### src/rtl/alu_share_arbiter_pkg.sv
// Shared definitions for the ALU-sharing arbiter: ALU op-codes and the
// request/execute/respond FSM encoding.
package alu_share_arbiter_pkg;

  localparam logic [1:0] OP_ADD = 2'b00;
  localparam logic [1:0] OP_SUB = 2'b01;
  localparam logic [1:0] OP_XOR = 2'b10;
  localparam logic [1:0] OP_SHL = 2'b11;

  typedef enum logic [1:0] {
    IDLE = 2'b00,
    EXEC = 2'b01,
    RESP = 2'b10
  } state_e;

endpackage

### src/rtl/alu_share_arbiter_alu8_core.sv
// Purely combinational 8-bit ALU: add, sub (A + ~B + 1), xor, shift-left-by-1.
// carry is bit 8 of the 9-bit internal result (sub: 1 means no borrow).
module alu8_core
  import alu_share_arbiter_pkg::*;
(
  input  logic [7:0] a,
  input  logic [7:0] b,
  input  logic [1:0] op,
  output logic [7:0] y,
  output logic       carry
);

  logic [8:0] sum_s;

  // Op decode into a 9-bit result so the carry falls out of bit 8 for every op
  always_comb begin
    sum_s = 9'd0;
    case (op)
      OP_ADD:  sum_s = {1'b0, a} + {1'b0, b};
      OP_SUB:  sum_s = {1'b0, a} + {1'b0, ~b} + 9'd1;
      OP_XOR:  sum_s = {1'b0, a ^ b};
      OP_SHL:  sum_s = {a, 1'b0};
      default: sum_s = 9'd0;
    endcase
    y     = sum_s[7:0];
    carry = sum_s[8];
  end

endmodule

### src/rtl/alu_share_arbiter.sv
// Round-robin arbiter sharing one alu8_core among NREQ requesters.
// Optional ALU_SHARE_FLAGS_EN adds registered rsp_carry/rsp_zero outputs.
module alu_share_arbiter
  import alu_share_arbiter_pkg::*;
#(
  parameter  int NREQ = 4,
  localparam int IDW  = $clog2(NREQ)
) (
  input  logic                 clk,
  input  logic                 rst_n,
  input  logic [NREQ-1:0]      req_valid,
  output logic [NREQ-1:0]      req_ready,
  input  logic [2*NREQ-1:0]    req_op,
  input  logic [8*NREQ-1:0]    req_a,
  input  logic [8*NREQ-1:0]    req_b,
  output logic                 rsp_valid,
  input  logic                 rsp_ready,
  output logic [7:0]           rsp_data,
  output logic [IDW-1:0]       rsp_id,
`ifdef ALU_SHARE_FLAGS_EN
  output logic                 rsp_carry,
  output logic                 rsp_zero,
`endif
  output logic                 busy
);

  state_e           state_q, state_d;
  logic [IDW-1:0]   rr_q, rr_d;
  logic [1:0]       op_q, op_d;
  logic [7:0]       a_q, a_d;
  logic [7:0]       b_q, b_d;
  logic [IDW-1:0]   id_q, id_d;
  logic             rsp_valid_q, rsp_valid_d;
  logic [7:0]       rsp_data_q, rsp_data_d;
  logic [IDW-1:0]   rsp_id_q, rsp_id_d;

  logic [1:0]       op_arr [NREQ];
  logic [7:0]       a_arr  [NREQ];
  logic [7:0]       b_arr  [NREQ];

  logic             grant_valid_s;
  logic [IDW-1:0]   grant_id_s;
  logic [NREQ-1:0]  req_ready_s;
  logic [7:0]       alu_y_s;

`ifdef ALU_SHARE_FLAGS_EN
  logic             carry_q, carry_d;
  logic             zero_q, zero_d;
  logic             alu_carry_s;
`else
  logic             unused_alu_carry_s;
`endif

  for (genvar g = 0; g < NREQ; g++) begin : g_unpack
    assign op_arr[g] = req_op[2*g +: 2];
    assign a_arr[g]  = req_a[8*g +: 8];
    assign b_arr[g]  = req_b[8*g +: 8];
  end

  alu8_core u_alu (
    .a     (a_q),
    .b     (b_q),
    .op    (op_q),
    .y     (alu_y_s),
`ifdef ALU_SHARE_FLAGS_EN
    .carry (alu_carry_s)
`else
    .carry (unused_alu_carry_s)
`endif
  );

  // Round-robin pick: walk downward so the nearest valid slot at or above rr_q wins
  always_comb begin
    int             idx_i;
    logic [IDW-1:0] idx_s;
    grant_valid_s = 1'b0;
    grant_id_s    = '0;
    idx_i         = 0;
    idx_s         = '0;
    for (int k = NREQ - 1; k >= 0; k--) begin
      idx_i         = int'(rr_q) + k;
      idx_i         = (idx_i >= NREQ) ? idx_i - NREQ : idx_i;
      idx_s         = IDW'(idx_i);
      grant_valid_s = grant_valid_s | req_valid[idx_s];
      grant_id_s    = req_valid[idx_s] ? idx_s : grant_id_s;
    end
  end

  // FSM next-state, operand capture and response register update
  always_comb begin
    state_d     = state_q;
    rr_d        = rr_q;
    op_d        = op_q;
    a_d         = a_q;
    b_d         = b_q;
    id_d        = id_q;
    rsp_valid_d = rsp_valid_q;
    rsp_data_d  = rsp_data_q;
    rsp_id_d    = rsp_id_q;
    req_ready_s = '0;
`ifdef ALU_SHARE_FLAGS_EN
    carry_d     = carry_q;
    zero_d      = zero_q;
`endif
    case (state_q)
      IDLE: begin
        if (grant_valid_s) begin
          req_ready_s[grant_id_s] = 1'b1;
          op_d    = op_arr[grant_id_s];
          a_d     = a_arr[grant_id_s];
          b_d     = b_arr[grant_id_s];
          id_d    = grant_id_s;
          rr_d    = (int'(grant_id_s) == NREQ - 1) ? IDW'(0) : grant_id_s + IDW'(1);
          state_d = EXEC;
        end else begin
          state_d = IDLE;
        end
      end
      EXEC: begin
        rsp_data_d  = alu_y_s;
        rsp_id_d    = id_q;
        rsp_valid_d = 1'b1;
`ifdef ALU_SHARE_FLAGS_EN
        carry_d     = alu_carry_s;
        zero_d      = (alu_y_s == 8'd0);
`endif
        state_d     = RESP;
      end
      RESP: begin
        if (rsp_ready) begin
          rsp_valid_d = 1'b0;
          state_d     = IDLE;
        end else begin
          state_d     = RESP;
        end
      end
      default: begin
        rsp_valid_d = 1'b0;
        state_d     = IDLE;
      end
    endcase
  end

  // State and datapath registers
  always_ff @(posedge clk or negedge rst_n) begin
    if (!rst_n) begin
      state_q     <= IDLE;
      rr_q        <= '0;
      op_q        <= 2'b00;
      a_q         <= 8'd0;
      b_q         <= 8'd0;
      id_q        <= '0;
      rsp_valid_q <= 1'b0;
      rsp_data_q  <= 8'd0;
      rsp_id_q    <= '0;
`ifdef ALU_SHARE_FLAGS_EN
      carry_q     <= 1'b0;
      zero_q      <= 1'b0;
`endif
    end else begin
      state_q     <= state_d;
      rr_q        <= rr_d;
      op_q        <= op_d;
      a_q         <= a_d;
      b_q         <= b_d;
      id_q        <= id_d;
      rsp_valid_q <= rsp_valid_d;
      rsp_data_q  <= rsp_data_d;
      rsp_id_q    <= rsp_id_d;
`ifdef ALU_SHARE_FLAGS_EN
      carry_q     <= carry_d;
      zero_q      <= zero_d;
`endif
    end
  end

  // Gated by rst_n so the accept strobe drops the instant reset asserts
  assign req_ready = req_ready_s & {NREQ{rst_n}};
  assign rsp_valid = rsp_valid_q;
  assign rsp_data  = rsp_data_q;
  assign rsp_id    = rsp_id_q;
  assign busy      = (state_q != IDLE);
`ifdef ALU_SHARE_FLAGS_EN
  assign rsp_carry = carry_q;
  assign rsp_zero  = zero_q;
`endif

endmodule
### config.mk
export PLATFORM = sky130hd
export DESIGN_NAME = alu_share_arbiter
export DESIGN_NICKNAME = d
export VERILOG_FILES = /design/src/rtl/alu_share_arbiter_pkg.sv /design/src/rtl/alu_share_arbiter_alu8_core.sv /design/src/rtl/alu_share_arbiter.sv
export SDC_FILE = /design/constraint.sdc
export NUM_CORES = 1
export LEC_CHECK = 0
export ABC_CLOCK_PERIOD_IN_PS = 3750
export BUFFER_PORTS_ARGS = -buffer_cell sky130_fd_sc_hd__buf_2
export CORE_ASPECT_RATIO = 1.4
export CORE_MARGIN = 2
export CORE_UTILIZATION = 41
export CTS_BUF_LIST = sky130_fd_sc_hd__clkbuf_8
export DETAILED_ROUTE_END_ITERATION = 12
export GPL_TIMING_DRIVEN = 0
export PLACE_DENSITY = 0.76
export SYNTH_ARGS = -nofsm -noshare
export SYNTH_HDL_FRONTEND = slang
export SYNTH_SLANG_ARGS = --single-unit
### constraint.sdc
create_clock -name clk -period 3.75 [get_ports clk]
set_clock_uncertainty 0.05 [all_clocks]
set_input_delay 1.125 -clock clk [delete_from_list [all_inputs] [get_ports clk]]
set_output_delay 1.125 -clock clk [all_outputs]
set_load 0.01 [all_outputs]
**Word level (Yosys, flattened, before mapping)**

Cells that the tools add are included.

- Equal/unequal tests: 7
- $add $sub $neg: 11
- Bitwise logic cells: 8
- Reductions and logical operators: 6
- Multiplexer cells: 36
- $lt $le $gt $ge: 11

Operator list:

| cell | number |
|---|---|
| binary-select mux 8 bit (select 2 bit) | 2 |
| 2-to-1 mux 8 bit | 4 |
| case mux 8 bit (4 select lines) | 1 |
| 2-to-1 mux 2 bit | 12 |
| adder 8 bit | 2 |
| less-than comparator 2 x 3 -> 1 bit (second input constant) | 5 |
| >= comparator 3 bit (second input constant) | 4 |
| adder 8 x 1 -> 8 bit (second input constant) | 1 |
| binary-select mux 1 bit (select 2 bit) | 4 |
| 2-to-1 mux 4 bit | 2 |
| NOT 8 bit | 1 |
| subtractor 2 x 1 -> 2 bit (second input constant) | 4 |
| XOR 8 bit | 1 |
| 2-to-1 mux 1 bit | 7 |
| adder 2 x 2 -> 3 bit (second input constant) | 2 |
| equality test 2 x 1 -> 1 bit (second input constant) | 3 |
| equality test 2 bit (second input constant) | 3 |
| case mux 2 bit (3 select lines) | 1 |
| bitwise AND 4 bit | 1 |
| binary-select mux 2 bit (select 2 bit) | 1 |
| logical NOT 2 bit | 2 |
| AND reduction 2 bit | 2 |
| adder 2 x 1 -> 3 bit (second input constant) | 1 |
| >= comparator 2 x 3 -> 1 bit (second input constant) | 1 |
| 10 further kinds | 12 |

- Logic and storage cells: 88
- Input bits: 79
- Register bits after elaboration: 35

**Depth between registers and ports, before layout**

- Depth in word-level cells: 16
- Gate-level depth with buffers: 9
- Mapped depth without buffers: 9

**Modules after synthesis**

Synthesis repeated with hierarchy kept, for this count alone.

- Cell total of the unflattened synthesis: 327
- Area total of the unflattened synthesis: 3019.1 um^2

By module, submodules not included:

| module | cells each | times used | sequential area each (um^2) | area each (um^2) |
|---|---|---|---|---|
| alu_share_arbiter | 190 | 1 | 875.8 | 2034.5 |
| alu8_core | 137 | 1 | 0.0 | 984.7 |

**Worst setup path after synthesis**

OpenSTA, ideal clock, no wires.

- Path kind: input to output
- Start point: input req_valid[0]
- End point: output req_ready[3]
- Arrival: 2.226 ns
- Setup slack: 0.349 ns
- Buffers on the path: 1
- Stages: 7
- Required time: 2.575 ns
- Path through: nor2b_1 -> a21oi_1 -> o22ai_1 -> a21oi_2 -> buf_4 -> ha_1 -> and3_1

- Word-level cells in the longest chain between the ends: 13
- Elaborated cells between the ends (all ways): 23
- Those cells by class: order compare (2); mux (16); bitwise (4); reduce/logical (1)

Ends and longest elaborated chain:

| element | RTL line | RTL |
|---|---|---|
| start: declaration | alu_share_arbiter.sv:11 | `input logic [NREQ-1:0] req_valid,` |
| binary-select mux 1 bit (select 2 bit) | alu_share_arbiter.sv:84, alu_share_arbiter.sv:85 |  |
| 2-to-1 mux 1 bit (implied by the code) | alu_share_arbiter.sv:84, alu_share_arbiter.sv:85 |  |
| 2-to-1 mux 2 bit (4 in a row) | alu_share_arbiter.sv:85 | `grant_id_s = req_valid[idx_s] ? idx_s : grant_id_s;` |
| less-than comparator 2 x 3 -> 1 bit (implied by the code) / >= comparator 2 x 1 -> 1 bit (equally long branches) | alu_share_arbiter.sv:108 | `req_ready_s[grant_id_s] = 1'b1;` |
| logical AND 1 bit (implied by the code) | alu_share_arbiter.sv:108 |  |
| 2-to-1 mux 1 bit (implied by the code) | alu_share_arbiter.sv:108 |  |
| demux 1 bit (select 2 bit) | alu_share_arbiter.sv:108 |  |
| 2-to-1 mux 4 bit * | alu_share_arbiter.sv:107 | `if (grant_valid_s) begin` |
| 2-to-1 mux 4 bit * | alu_share_arbiter.sv:105 | `case (state_q)` |
| bitwise AND 4 bit * | alu_share_arbiter.sv:178 | `assign req_ready = req_ready_s & {NREQ{rst_n}};` |
| end: declaration | alu_share_arbiter.sv:12 | `output logic [NREQ-1:0] req_ready,` |

Mark *: on every way between the ends. The rest lies on a longest branch, timed or not. The select of a mux whose other input is x is not followed.

**Worst setup path after layout**

Same ends and word-level chain as after synthesis.

==> results by stage <==
Final layout:
- The number of nets in the layout is 495.
- The antenna diode instance count is 0.
- Measured on the finished design, the core utilization comes to 0.522.
- The final design area excluding fillers is 3600 sq um.
- The share of cells above drive strength 1 is 0.345.
- The number of fill cells is around 630.
- Relative to the synthesized area, the layout overhead comes to 25.1%.

STA:
- The worst slew slack as a fraction of its limit is 0.669.
- The count of pins over their slew limit came to 0.
- At the pin with the least slew margin, the transition time is about 0.50 ns.
- The post-route fraction of the period consumed by the critical path is 0.975.
- The least setup slack across all paths after layout is a little over 0.09 ns.
- The final number of setup-violating endpoints is 0.
- The final critical delay including setup and external delays is about 3.7 ns.
- Setup repair after global routing left no endpoint under its margin.
- The achievable clock frequency is approximately 270 MHz.
- The number of failing hold endpoints at the final stage was 0.

Floorplanning:
- Measured along the y axis, the die boundary spans ~100 um.
- 95 I/O pins were placed.
- The starting utilization of the core area is 0.417.
- The die span in x is roughly 75 um.
- The floorplan step defined a die boundary enclosing between 7000 and 8000 sq um.
- The placeable core area is between 6000 and 7000 sq um.
- The number of core rows is 36.

Worst hold path:
- The min-delay analysis places its worst path in the category register to register.

Worst setup path:
- Of all nets on the critical path, the largest fanout is 10.
- The endpoint of the most critical setup path is req_ready[3].
- The kind of launch point of the worst setup path is a primary input.
- At the worst endpoint, the required time is 2.57 ns.
- The endpoint identified for the worst register-to-register timing path is rsp_data[7]$_DFFE_PN0P_.
- The critical path is of the primary input to output pin type.
- The beginning of the critical path is req_valid[0].
- STA puts the critical path data arrival time at between 2 and 2.5 ns.
- For flop-to-flop paths, the worst setup slack is approximately 1.3 ns.
- The worst register-to-register path has a depth of 8.
- The sort of element at the end of the critical path is an output pin.
- In this run the critical register-to-register path is launched from a_q[2]$_DFFE_PN0P_.

Detailed routing:
- For this run, the detailed router's first-pass iteration total came to 4.
- The overall routed net length is around 6.6 mm.
- In this run the remaining antenna-violating nets after routing total 0.
- The number of vias per cell is just over 5.
- The number of DRC violations after detailed routing is 0.
- Dividing the detail-routed wire length by the instance count gives 13.3 um.
- The routed via count is about 2500.
- After the first detailed-routing iteration, the DRC count stood at ~140.

GRT:
- Global routing finished with a remaining overflow of 0.
- The total track usage is 0.184.
- The wire length of the first global-routing pass is between 10 and 15 mm.
- The maximum number of pins on one net before global-route repair is 38.
- The number of antenna violations at the first check in global routing is 0.
- The via count of the first global-routing pass is roughly 2400.

Synthesis:
- In this run, synthesis produced a sequential element count of 35.
- The most used flip-flop cell after synthesis is sky130_fd_sc_hd__dfrtp_1.
- The count of cell types in the netlist is 52.
- For this run, the number of Yosys warnings is 0.
- The fraction of post-synthesis cell area in the top cell type by area is 0.305.
- Each instance of the synthesized netlist takes up on average between 9 and 10 sq um.
- The area of the mapped netlist is between 2000 and 3000 sq um.
- In the synthesized netlist, the cells that appear most often are sky130_fd_sc_hd__mux2i_1, sky130_fd_sc_hd__dfrtp_1, sky130_fd_sc_hd__nand2_1.
- Yosys attributes the largest share of cell area to sky130_fd_sc_hd__dfrtp_1, sky130_fd_sc_hd__mux2i_1, sky130_fd_sc_hd__mux2_2, sky130_fd_sc_hd__ha_1, sky130_fd_sc_hd__nand2_1.
- Counting flops with a built-in enable in the synthesized netlist gives 0.
- Synthesis produced just under 300 cells.
- Of all cell types, the one taking the most synthesized area is sky130_fd_sc_hd__dfrtp_1.
- The number of nets handed over by synthesis was slightly below 400.
- The share of the Yosys chip area taken by registers is 0.305.
- Counting flops with an async set or reset pin after synthesis yields a share of 1.00.
- The most instantiated library cell after synthesis is sky130_fd_sc_hd__mux2i_1.

Run:
- The count of max-cap constraint violations is 0.

Power and ir drop:
- Power spread over the standard cell area amounts to approximately 900 nW/um^2.
- For this design the total switching power over the nets is 0.00145 W.
- The sequential share of power is 0.225.
- The internal cell power is around 0.0018 W.
- The power share of the clock group is 0.107.
- The maximum vdd drop is between 0.0003 and 0.0004 V.
- The switching power as a share of total power is 0.447.
- The total leakage power is around 1.8 nW.
- Of the total power, combinational logic draws 0.668.

Place:
- The total half-perimeter wirelength after legalization and detailed placement is 5.34 mm.
- The cell area after placement is roughly 3500 sq um.
- The worst slack after detailed placement is -0.0876 ns.
- The count of buffers added on input and output ports is 94.
- The routability congestion estimate from global placement is about 0.9.

Clocking:
- For the worst-skew pair, the clock arrives at the later sink with an insertion delay of 0.29 ns.
- The clock buffer count from CTS is 5.
- The clock passes through at most 2 buffers.
- After clock tree synthesis, the clock-pin slew on the worst setup and hold paths is ~0.08 ns.
- The tree built by TritonCTS fans out to 35 sinks.
- The H-tree was split into 2 levels.
- The cell sitting at the root of the clock tree is a sky130_fd_sc_hd__clkbuf_8.
- The TritonCTS clock tree is done.

Outcome:
- The run finished with clean final reports.
==> how the worst min path moves through the flow <==
stage	start	slack [ns]	end	depth (start not counted)
detailed placement	id_q[0]$_DFFE_PN0P_	0.41	rsp_id[0]$_DFFE_PN0P_	2
CTS	id_q[0]$_DFFE_PN0P_	0.42	rsp_id[0]$_DFFE_PN0P_	2
global route	id_q[0]$_DFFE_PN0P_	0.44	rsp_id[0]$_DFFE_PN0P_	2
finish	id_q[0]$_DFFE_PN0P_	0.42	rsp_id[0]$_DFFE_PN0P_	2
global placement	id_q[0]$_DFFE_PN0P_	0.40	rsp_id[0]$_DFFE_PN0P_	2
floorplan	id_q[0]$_DFFE_PN0P_	0.38	rsp_id[0]$_DFFE_PN0P_	2
==> area by class of cell <==
class,instances,area (sq um),area share
Inverter,13,48.8,0.0136
Timing Repair Buffer,95,480,0.134
Tap cell,95,119,0.0331
Clock inverter,3,43.8,0.0122
Buffer,21,148,0.0411
Clock buffer,5,68.8,0.0191
Multi-Input combinational cell,228,1810,0.504
Sequential cell,35,876,0.244
==> cell families (layout without fill, tap and decap cells) <==
| logic type | after synthesis | in the layout | share of synthesized area |
|---|---|---|---|
| and+or+nand+nor | 72 | 72 | 0.119 |
| AOI/OAI and AO/OA | 59 | 59 | 0.138 |
| xor gates and xnor gates | 2 | 2 | 0.00609 |
| adders and majority gates | 17 | 17 | 0.0792 |
| DFF | 35 | 35 | 0.305 |
| muxes | 78 | 78 | 0.285 |
| buffers and inverters | 34 | 137 | 0.0674 |
==> cell usage in the layout, fill, tap and decap left out, types with 4 or more instances in the layout <==
cell | synthesis | routed
sky130_fd_sc_hd__nor3b_1 | 4 | 4
sky130_fd_sc_hd__a21oi_1 | 9 | 9
sky130_fd_sc_hd__clkbuf_1 | 11 | 11
sky130_fd_sc_hd__clkbuf_8 | 0 | 5
sky130_fd_sc_hd__dfrtp_1 | 35 | 35
sky130_fd_sc_hd__nor2b_1 | 8 | 8
sky130_fd_sc_hd__mux2_2 | 18 | 18
sky130_fd_sc_hd__nor3_1 | 4 | 4
sky130_fd_sc_hd__nand2_1 | 23 | 23
sky130_fd_sc_hd__o21ai_0 | 14 | 14
sky130_fd_sc_hd__o21a_1 | 4 | 4
sky130_fd_sc_hd__mux2_1 | 4 | 4
sky130_fd_sc_hd__buf_2 | 3 | 95
sky130_fd_sc_hd__inv_1 | 13 | 13
sky130_fd_sc_hd__mux2i_1 | 55 | 55
sky130_fd_sc_hd__ha_1 | 15 | 15
sky130_fd_sc_hd__nor2_1 | 21 | 21
==> routing by layer <==
layer	wire length, um	track usage	up-vias
met2	3410	0.327	78
met5	0	0	-
met1	2700	0.227	1180
met4	174	0.0673	0
met3	281	0.0176	15
li1	-	-	1264
==> power by group through the flow <==
stage                     logic (W)  clock network (W)  registers (W)
after global placement      0.00211                  0       0.000726
after global routing        0.00243           0.000365       0.000762
after floorplan             0.00165                  0       0.000728
after CTS                   0.00217           0.000348       0.000730
final                       0.00217           0.000345       0.000730
after detailed placement    0.00215                  0       0.000738
==> worst max-delay path: stages <==
cell and delay [ns]:
sky130_fd_sc_hd__buf_2 0.12, sky130_fd_sc_hd__a21o_1 0.17, sky130_fd_sc_hd__a21oi_1 0.16, sky130_fd_sc_hd__o22a_1 0.17, sky130_fd_sc_hd__buf_6 0.14, sky130_fd_sc_hd__buf_6 0.16
sky130_fd_sc_hd__ha_1 0.17, sky130_fd_sc_hd__and3_1 0.14, sky130_fd_sc_hd__buf_2 0.13
==> sequential cells by signal, indices dropped and copies added, names as in the netlist, 2 cells and up <==
signal / count
id_q: 2
a_q: 8
rsp_id: 2
op_q: 2
rr_q: 2
rsp_data: 8
state_q: 2
b_q: 8
==> through the flow <==
step	hold WS (ns)	TNS [ns]	instances	total power, W
2_1_floorplan	0.382	0	297	0.00238
3_3_place_gp	0.396	0	486	0.00283
3_5_place_dp	0.406	-0.0876	486	0.00289
4_1_cts	0.424	0	495	0.00325
5_1_grt	0.444	0	495	0.00355
6_report	0.421	0	495	0.00324
==> what timing repair did <==
action | CTS | global route
endpoints found under the setup margin | 1 | 4
buffers inserted | 1 | 0
hold buffers | 0 | 0
pin swaps | 0 | 0
gates resized for setup | 0 | 3
endpoints found under the hold margin | 0 | 0
Power figures use the tool's default switching activity.
